[src/rtl/axis_spi_pkg.sv]
// Shared SPI definitions for the AXI-Stream SPI master/slave pair.
package axis_spi_pkg;

    typedef enum logic [1:0] {
        SPI_MODE_0 = 2'd0,
        SPI_MODE_1 = 2'd1,
        SPI_MODE_2 = 2'd2,
        SPI_MODE_3 = 2'd3
    } spi_mode_t;

    localparam int unsigned SYNC_STAGES = 2;

    function automatic logic cpol(spi_mode_t mode);
        logic [1:0] m;
        m = mode;
        return m[1];
    endfunction

    function automatic logic cpha(spi_mode_t mode);
        logic [1:0] m;
        m = mode;
        return m[0];
    endfunction

endpackage

[src/rtl/spi_sync_edge.sv]
// Multi-stage synchroniser for an asynchronous input with registered
// single-cycle rise/fall pulses.
module spi_sync_edge
    import axis_spi_pkg::*;
#(
    parameter int unsigned STAGES = SYNC_STAGES
) (
    input  logic clk_i,
    input  logic rst_i,
    input  logic d_i,
    output logic rise_o,
    output logic fall_o
);

    logic [STAGES-1:0] sync_q;
    logic              prev_q;

    // Chain and history stay out of reset so a level held through reset
    // produces no edge afterwards; only the pulses are cleared.
    always_ff @(posedge clk_i) begin
        sync_q <= {sync_q[STAGES-2:0], d_i};
        prev_q <= sync_q[STAGES-1];
    end

    always_ff @(posedge clk_i) begin
        if (rst_i) begin
            rise_o <= 1'b0;
            fall_o <= 1'b0;
        end else begin
            rise_o <= sync_q[STAGES-1] & ~prev_q;
            fall_o <= ~sync_q[STAGES-1] & prev_q;
        end
    end

endmodule

[src/rtl/axis_spi_slave.sv]
// SPI slave endpoint: oversampled SCLK/CS/MOSI, MOSI words to an AXIS master
// port, MISO words from an AXIS slave port through a one-entry holding register.
module axis_spi_slave
    import axis_spi_pkg::*;
#(
    parameter int unsigned               SPI_MODE   = 0,
    parameter int unsigned               DATA_WIDTH = 8,
    parameter logic [DATA_WIDTH-1:0]     DUMMY_WORD = '0
) (
    input  logic                  clk_i,
    input  logic                  rst_i,
    input  logic                  spi_clk_i,
    input  logic                  spi_cs_i,
    input  logic                  spi_mosi_i,
    output logic                  spi_miso_o,
    output logic                  spi_miso_oe_o,
    input  logic [DATA_WIDTH-1:0] s_axis_tdata,
    input  logic                  s_axis_tvalid,
    output logic                  s_axis_tready,
    output logic [DATA_WIDTH-1:0] m_axis_tdata,
    output logic                  m_axis_tvalid,
    input  logic                  m_axis_tready,
    output logic                  underrun_o,
    output logic                  overrun_o
);

    localparam spi_mode_t   MODE  = spi_mode_t'(SPI_MODE[1:0]);
    localparam logic        CPOL  = cpol(MODE);
    localparam logic        CPHA  = cpha(MODE);
    localparam int unsigned CNT_W = $clog2(DATA_WIDTH);
    localparam logic [CNT_W-1:0] LAST_BIT = CNT_W'(DATA_WIDTH - 1);

    typedef enum logic {
        ST_IDLE,
        ST_ACTIVE
    } state_t;

    logic sclk_rise, sclk_fall, cs_rise, cs_fall;
    logic [SYNC_STAGES-1:0] mosi_sync_q;
    logic mosi_s;

    spi_sync_edge #(.STAGES(SYNC_STAGES)) u_sclk_sync (
        .clk_i  (clk_i),
        .rst_i  (rst_i),
        .d_i    (spi_clk_i),
        .rise_o (sclk_rise),
        .fall_o (sclk_fall)
    );

    spi_sync_edge #(.STAGES(SYNC_STAGES)) u_cs_sync (
        .clk_i  (clk_i),
        .rst_i  (rst_i),
        .d_i    (spi_cs_i),
        .rise_o (cs_rise),
        .fall_o (cs_fall)
    );

    always_ff @(posedge clk_i) begin
        mosi_sync_q <= {mosi_sync_q[SYNC_STAGES-2:0], spi_mosi_i};
    end
    assign mosi_s = mosi_sync_q[SYNC_STAGES-1];

    logic lead_edge, trail_edge, sample_edge, shift_edge;
    assign lead_edge   = CPOL ? sclk_fall : sclk_rise;
    assign trail_edge  = CPOL ? sclk_rise : sclk_fall;
    assign sample_edge = CPHA ? trail_edge : lead_edge;
    assign shift_edge  = CPHA ? lead_edge  : trail_edge;

    state_t                state_q, state_d;
    logic                  start_frame, end_frame, sample_en, shift_en;
    logic [CNT_W-1:0]      bit_cnt_q;
    logic [DATA_WIDTH-1:0] rx_shift_q, tx_shift_q, hold_data_q, m_tdata_q;
    logic                  hold_valid_q, ready_en_q, miso_q;
    logic                  m_tvalid_q, underrun_q, overrun_q;
    logic                  word_done, tx_load, tx_hs;
    logic [DATA_WIDTH-1:0] load_word, rx_word;

    always_ff @(posedge clk_i) begin
        if (rst_i) state_q <= ST_IDLE;
        else       state_q <= state_d;
    end

    always_comb begin
        state_d     = state_q;
        start_frame = 1'b0;
        end_frame   = 1'b0;
        sample_en   = 1'b0;
        shift_en    = 1'b0;
        case (state_q)
            ST_IDLE: begin
                if (cs_fall) begin
                    state_d     = ST_ACTIVE;
                    start_frame = 1'b1;
                end
            end
            ST_ACTIVE: begin
                if (cs_rise) begin
                    state_d   = ST_IDLE;
                    end_frame = 1'b1;
                end else begin
                    sample_en = sample_edge;
                    shift_en  = shift_edge;
                end
            end
            default: state_d = ST_IDLE;
        endcase
    end

    assign word_done = sample_en && (bit_cnt_q == LAST_BIT);
    assign tx_load   = start_frame || word_done;
    assign tx_hs     = s_axis_tvalid && s_axis_tready;
    assign load_word = hold_valid_q ? hold_data_q : DUMMY_WORD;
    assign rx_word   = {rx_shift_q[DATA_WIDTH-2:0], mosi_s};

    always_ff @(posedge clk_i) begin
        if (rst_i) begin
            ready_en_q   <= 1'b0;
            hold_valid_q <= 1'b0;
            hold_data_q  <= '0;
            tx_shift_q   <= '0;
            miso_q       <= 1'b0;
            rx_shift_q   <= '0;
            bit_cnt_q    <= '0;
            m_tdata_q    <= '0;
            m_tvalid_q   <= 1'b0;
            underrun_q   <= 1'b0;
            overrun_q    <= 1'b0;
        end else begin
            ready_en_q <= 1'b1;
            underrun_q <= tx_load && !hold_valid_q;
            overrun_q  <= word_done && m_tvalid_q && !m_axis_tready;

            // A load consumes the current entry; a same-cycle handshake refills it.
            if (tx_load)    hold_valid_q <= tx_hs;
            else if (tx_hs) hold_valid_q <= 1'b1;
            if (tx_hs)      hold_data_q  <= s_axis_tdata;

            if (end_frame) begin
                miso_q     <= 1'b0;
                tx_shift_q <= '0;
            end else if (tx_load) begin
                if (start_frame && !CPHA) begin
                    miso_q     <= load_word[DATA_WIDTH-1];
                    tx_shift_q <= load_word << 1;
                end else begin
                    tx_shift_q <= load_word;
                end
            end else if (shift_en) begin
                miso_q     <= tx_shift_q[DATA_WIDTH-1];
                tx_shift_q <= tx_shift_q << 1;
            end

            if (end_frame) begin
                bit_cnt_q  <= '0;
                rx_shift_q <= '0;
            end else if (sample_en) begin
                rx_shift_q <= rx_word;
                bit_cnt_q  <= word_done ? '0 : bit_cnt_q + 1'b1;
            end

            if (word_done && (!m_tvalid_q || m_axis_tready)) begin
                m_tdata_q  <= rx_word;
                m_tvalid_q <= 1'b1;
            end else if (m_axis_tready) begin
                m_tvalid_q <= 1'b0;
            end
        end
    end

    assign spi_miso_o    = miso_q;
    assign spi_miso_oe_o = (state_q == ST_ACTIVE);
    assign s_axis_tready = ready_en_q && !hold_valid_q;
    assign m_axis_tdata  = m_tdata_q;
    assign m_axis_tvalid = m_tvalid_q;
    assign underrun_o    = underrun_q;
    assign overrun_o     = overrun_q;

endmodule

[config.mk]
export PLATFORM = sky130hd
export DESIGN_NAME = axis_spi_slave
export DESIGN_NICKNAME = d
export VERILOG_FILES = /design/src/rtl/axis_spi_pkg.sv /design/src/rtl/spi_sync_edge.sv /design/src/rtl/axis_spi_slave.sv
export SDC_FILE = /design/constraint.sdc
export NUM_CORES = 1
export LEC_CHECK = 0
export BUFFER_PORTS_ARGS = -buffer_cell sky130_fd_sc_hd__buf_2
export CAP_MARGIN = 20
export CORE_ASPECT_RATIO = 1.75
export CORE_MARGIN = 1.5
export CORE_UTILIZATION = 50
export DETAILED_ROUTE_END_ITERATION = 10
export GPL_TIMING_DRIVEN = 1
export PLACE_DENSITY = 0.82
export SLEW_MARGIN = 0
export SYNTH_ARGS = -nofsm -noshare
export SYNTH_HDL_FRONTEND = slang
export SYNTH_SLANG_ARGS = --single-unit
[constraint.sdc]
create_clock -name clk_i -period 1.6 [get_ports clk_i]
set_input_delay 0.32 -clock clk_i [delete_from_list [all_inputs] [get_ports clk_i]]
set_output_delay 0.32 -clock clk_i [all_outputs]
set_load 0.03 [all_outputs]
==> flow_summary.ini <==
[critical_path]
path_cells = ha_4, ha_4, nand4b_4, and2b_1, buf_12, mux2i_4, nor2_2
max_stage_delay_ns = 0.37
end_kind = flip-flop
worstPathArrival_ns = 1.73
startpoint_type = flip-flop
cp.required_ns = 1.80
crit_family = simple AND/OR/NAND/NOR gates
cp.buffers_inverters = 1
slowest_stage = dfxtp_2
crit_top_cell = ha_4
crit_path_max_fanout = 8
path_class = flip-flop to flip-flop

[detailed_routing]
ant_nets = 0
vias = 1439
routed_wl_um = 3660
firstDrtPassIters = 4
drc = 0
vias_per_cell = 5.18
first_iter_violations = 24
wl_per_cell_um = 13.2

[sta]
fin_crit_ns = 1.52
setup_viol = 0
hold_viol = 0
slew_headroom = 0.744
fmax_ghz = 0.656
finalCritPeriodShare = 0.953
worst_clock_skew_ns = 0.0149
rsz0062_at_grt = no
finalMaxSlewViolations = 0
tightest_slew_ns = 0.384

[outcome]
outcome = completed

[grt]
grt_pass1_vias = 1412
grt_overflow_total = 0
grt_max_degree = 21
grt_usage = 0.188
grt_pass1_wl_um = 6200
antenna_found_initial = 0

[synth]
async_flop_share = 0
synthDistinctLibCells = 29
netlist_area_sq_mm = 0.00201
syn_inst = 199
synth_top_flop_cell = dfxtp_1
postSynthAreaPerCell_sq_um = 10.1
synth_most_common_cell = dfxtp_1
ys_ff_latch = 53
synth_top_area_frac = 0.527
yosysTopAreaCell = dfxtp_1
syn-num-nets = 216
synthTopCellsByCount = dfxtp_1 (53), nand2_1 (22), nor2_1 (21)
synth_area_leaders = dfxtp_1 (53%), mux2i_1 (8.0%), mux2_2 (7.3%), a21oi_1 (4.7%), nand2_1 (4.1%)
ys_seq_area_frac = 0.527
synth_warnings = 0
synth-edff-count = 0

[layout]
seq_area_sq_mm = 0.00106
antenna_cells = 0
synthToLayoutAreaGrowth_pct = 16.9
fin_area_sq_mm = 0.00235
final_nets = 246
layout.cells.non_filler = 278
multi_input_area_sq_um = 913
fill_cells = 324
drive_gt1_frac = 0.304

[run]
drv_cap = 0

[min_path]
hp-class = input pin to flip-flop

[cts]
cts.sinks = 53
postCtsSetupBuffers = 0
cts_root_buf = clkbuf_8
htreeDepth = 2
cts_tree = done
cts_buffers = 5
clk_path_buf_depth = 2
hold_buffers = 0
clock_latency_ns = 0.31
clk_pin_slew_ns = 0.09

[die]
io-pin-count = 29
dieArea_sq_mm = 0.00443
fp.dieH_um = 86.9
core_area_sq_mm = 0.00387
rows = 30
die_x_um = 51.0
initial_core_util = 0.521

[placed_design]
placed_area_sq_mm = 0.00221
gp_congestion = 0.743
dp.final_hpwl_um = 2640
portBuffers = 28
dp.cells = 270

[power_and_ir_drop]
power_leakage_uw = 0.00102
ir_worst_vdd_uv = 619
p_per_area_mw_per_mm2 = 974
power.total_uw = 2290
## cell type report
type | instances | area share
multi-input combinational | 132 | 0.388
clock inverter | 2 | 0.00691
tap | 48 | 0.0255
timing repair buffer | 36 | 0.0904
inverter | 1 | 0.00159
sequential | 53 | 0.452
clock buffer | 6 | 0.0351
## timing repair
action	in CTS	in global routing
setup endpoints to repair	15	13
pin swaps	0	0
resized for setup	4	7
gates cloned	0	0
## worst paths after layout
path	startpoint	end	slack, ns	depth (start not counted)
hold / removal	spi_clk_i	u_sclk_sync.sync_q[0]	0.11	1
hold reg to reg	u_sclk_sync.sync_q[0]	u_sclk_sync.sync_q[1]	0.34	0
setup reg to reg	bit_cnt_q[0]	m_axis_tdata[0]	0.08	7
setup / recovery	bit_cnt_q[0]	m_axis_tdata[0]	0.08	7
## worst reg2reg max path: stages (launching register included)
cell	delay [ns]
dfxtp_2	0.37
ha_4	0.14
ha_4	0.15
nand4b_4	0.11
and2b_1	0.25
buf_12	0.14
mux2i_4	0.23
nor2_2	0.05
## layout by cell type (no fill, tap or decap), drive strengths merged
cell type / count
a31oi: 1
clkinvlp: 1
nand2b: 2
nand2: 22
mux2i: 16
a21oi: 19
nand4b: 1
buf: 36
inv: 2
dfxtp: 53
a221oi: 1
ha: 2
and2: 1
a21o: 1
nand3: 15
nor2: 21
nor3: 3
clkbuf: 6
nor3b: 6
nor2b: 2
nand3b: 2
a211oi: 1
xor2: 1
and2b: 1
mux2: 14
## kinds of logic (layout without fill, tap and decap cells)
family,after synthesis,count (layout),share of synthesized area
buffers and inverters,14,45,0.0404
flip-flops,53,53,0.527
XOR/XNOR,1,1,0.00435
AND/OR/NAND/NOR,76,76,0.193
adder cells (fa/ha/maj),2,2,0.0124
AO/OA/AOI/OAI,23,23,0.0653
multiplexers,30,30,0.158
## report_power, final
part,switching (uW),internal [uW]
Sequential,27.5,1350
Clock,429,356
Combinational,72.1,56.1
## flip-flops by register name, indices dropped and copies added (netlist names), 2 cells and up
signal,cells
bit_cnt_q,3
hold_data_q,8
m_axis_tdata,8
mosi_sync_q,2
rx_shift_q,7
tx_shift_q,8
u_cs_sync.sync_q,2
u_sclk_sync.sync_q,2
## metrics by stage
stage | utilization | setup WS [ns] | TNS (ns) | hold slack, ns
after CTS | 0.601 | 0.000920 | 0 | 0.110
final | 0.609 | 0.0755 | 0 | 0.112
after floorplan | - | 0.0434 | 0 | 0.310
after detailed placement | 0.571 | -0.00688 | -0.0136 | 0.317
after global placement | 0.571 | 0.0541 | 0 | 0.312
after global routing | 0.609 | 0.00743 | 0 | 0.102
## layer usage
metal	wire (um)	GRT usage
met2	2090	0.354
met4	116	0.101
met5	0	0
met3	80	0.0326
met1	1370	0.188
Power figures use the tool's default switching activity.
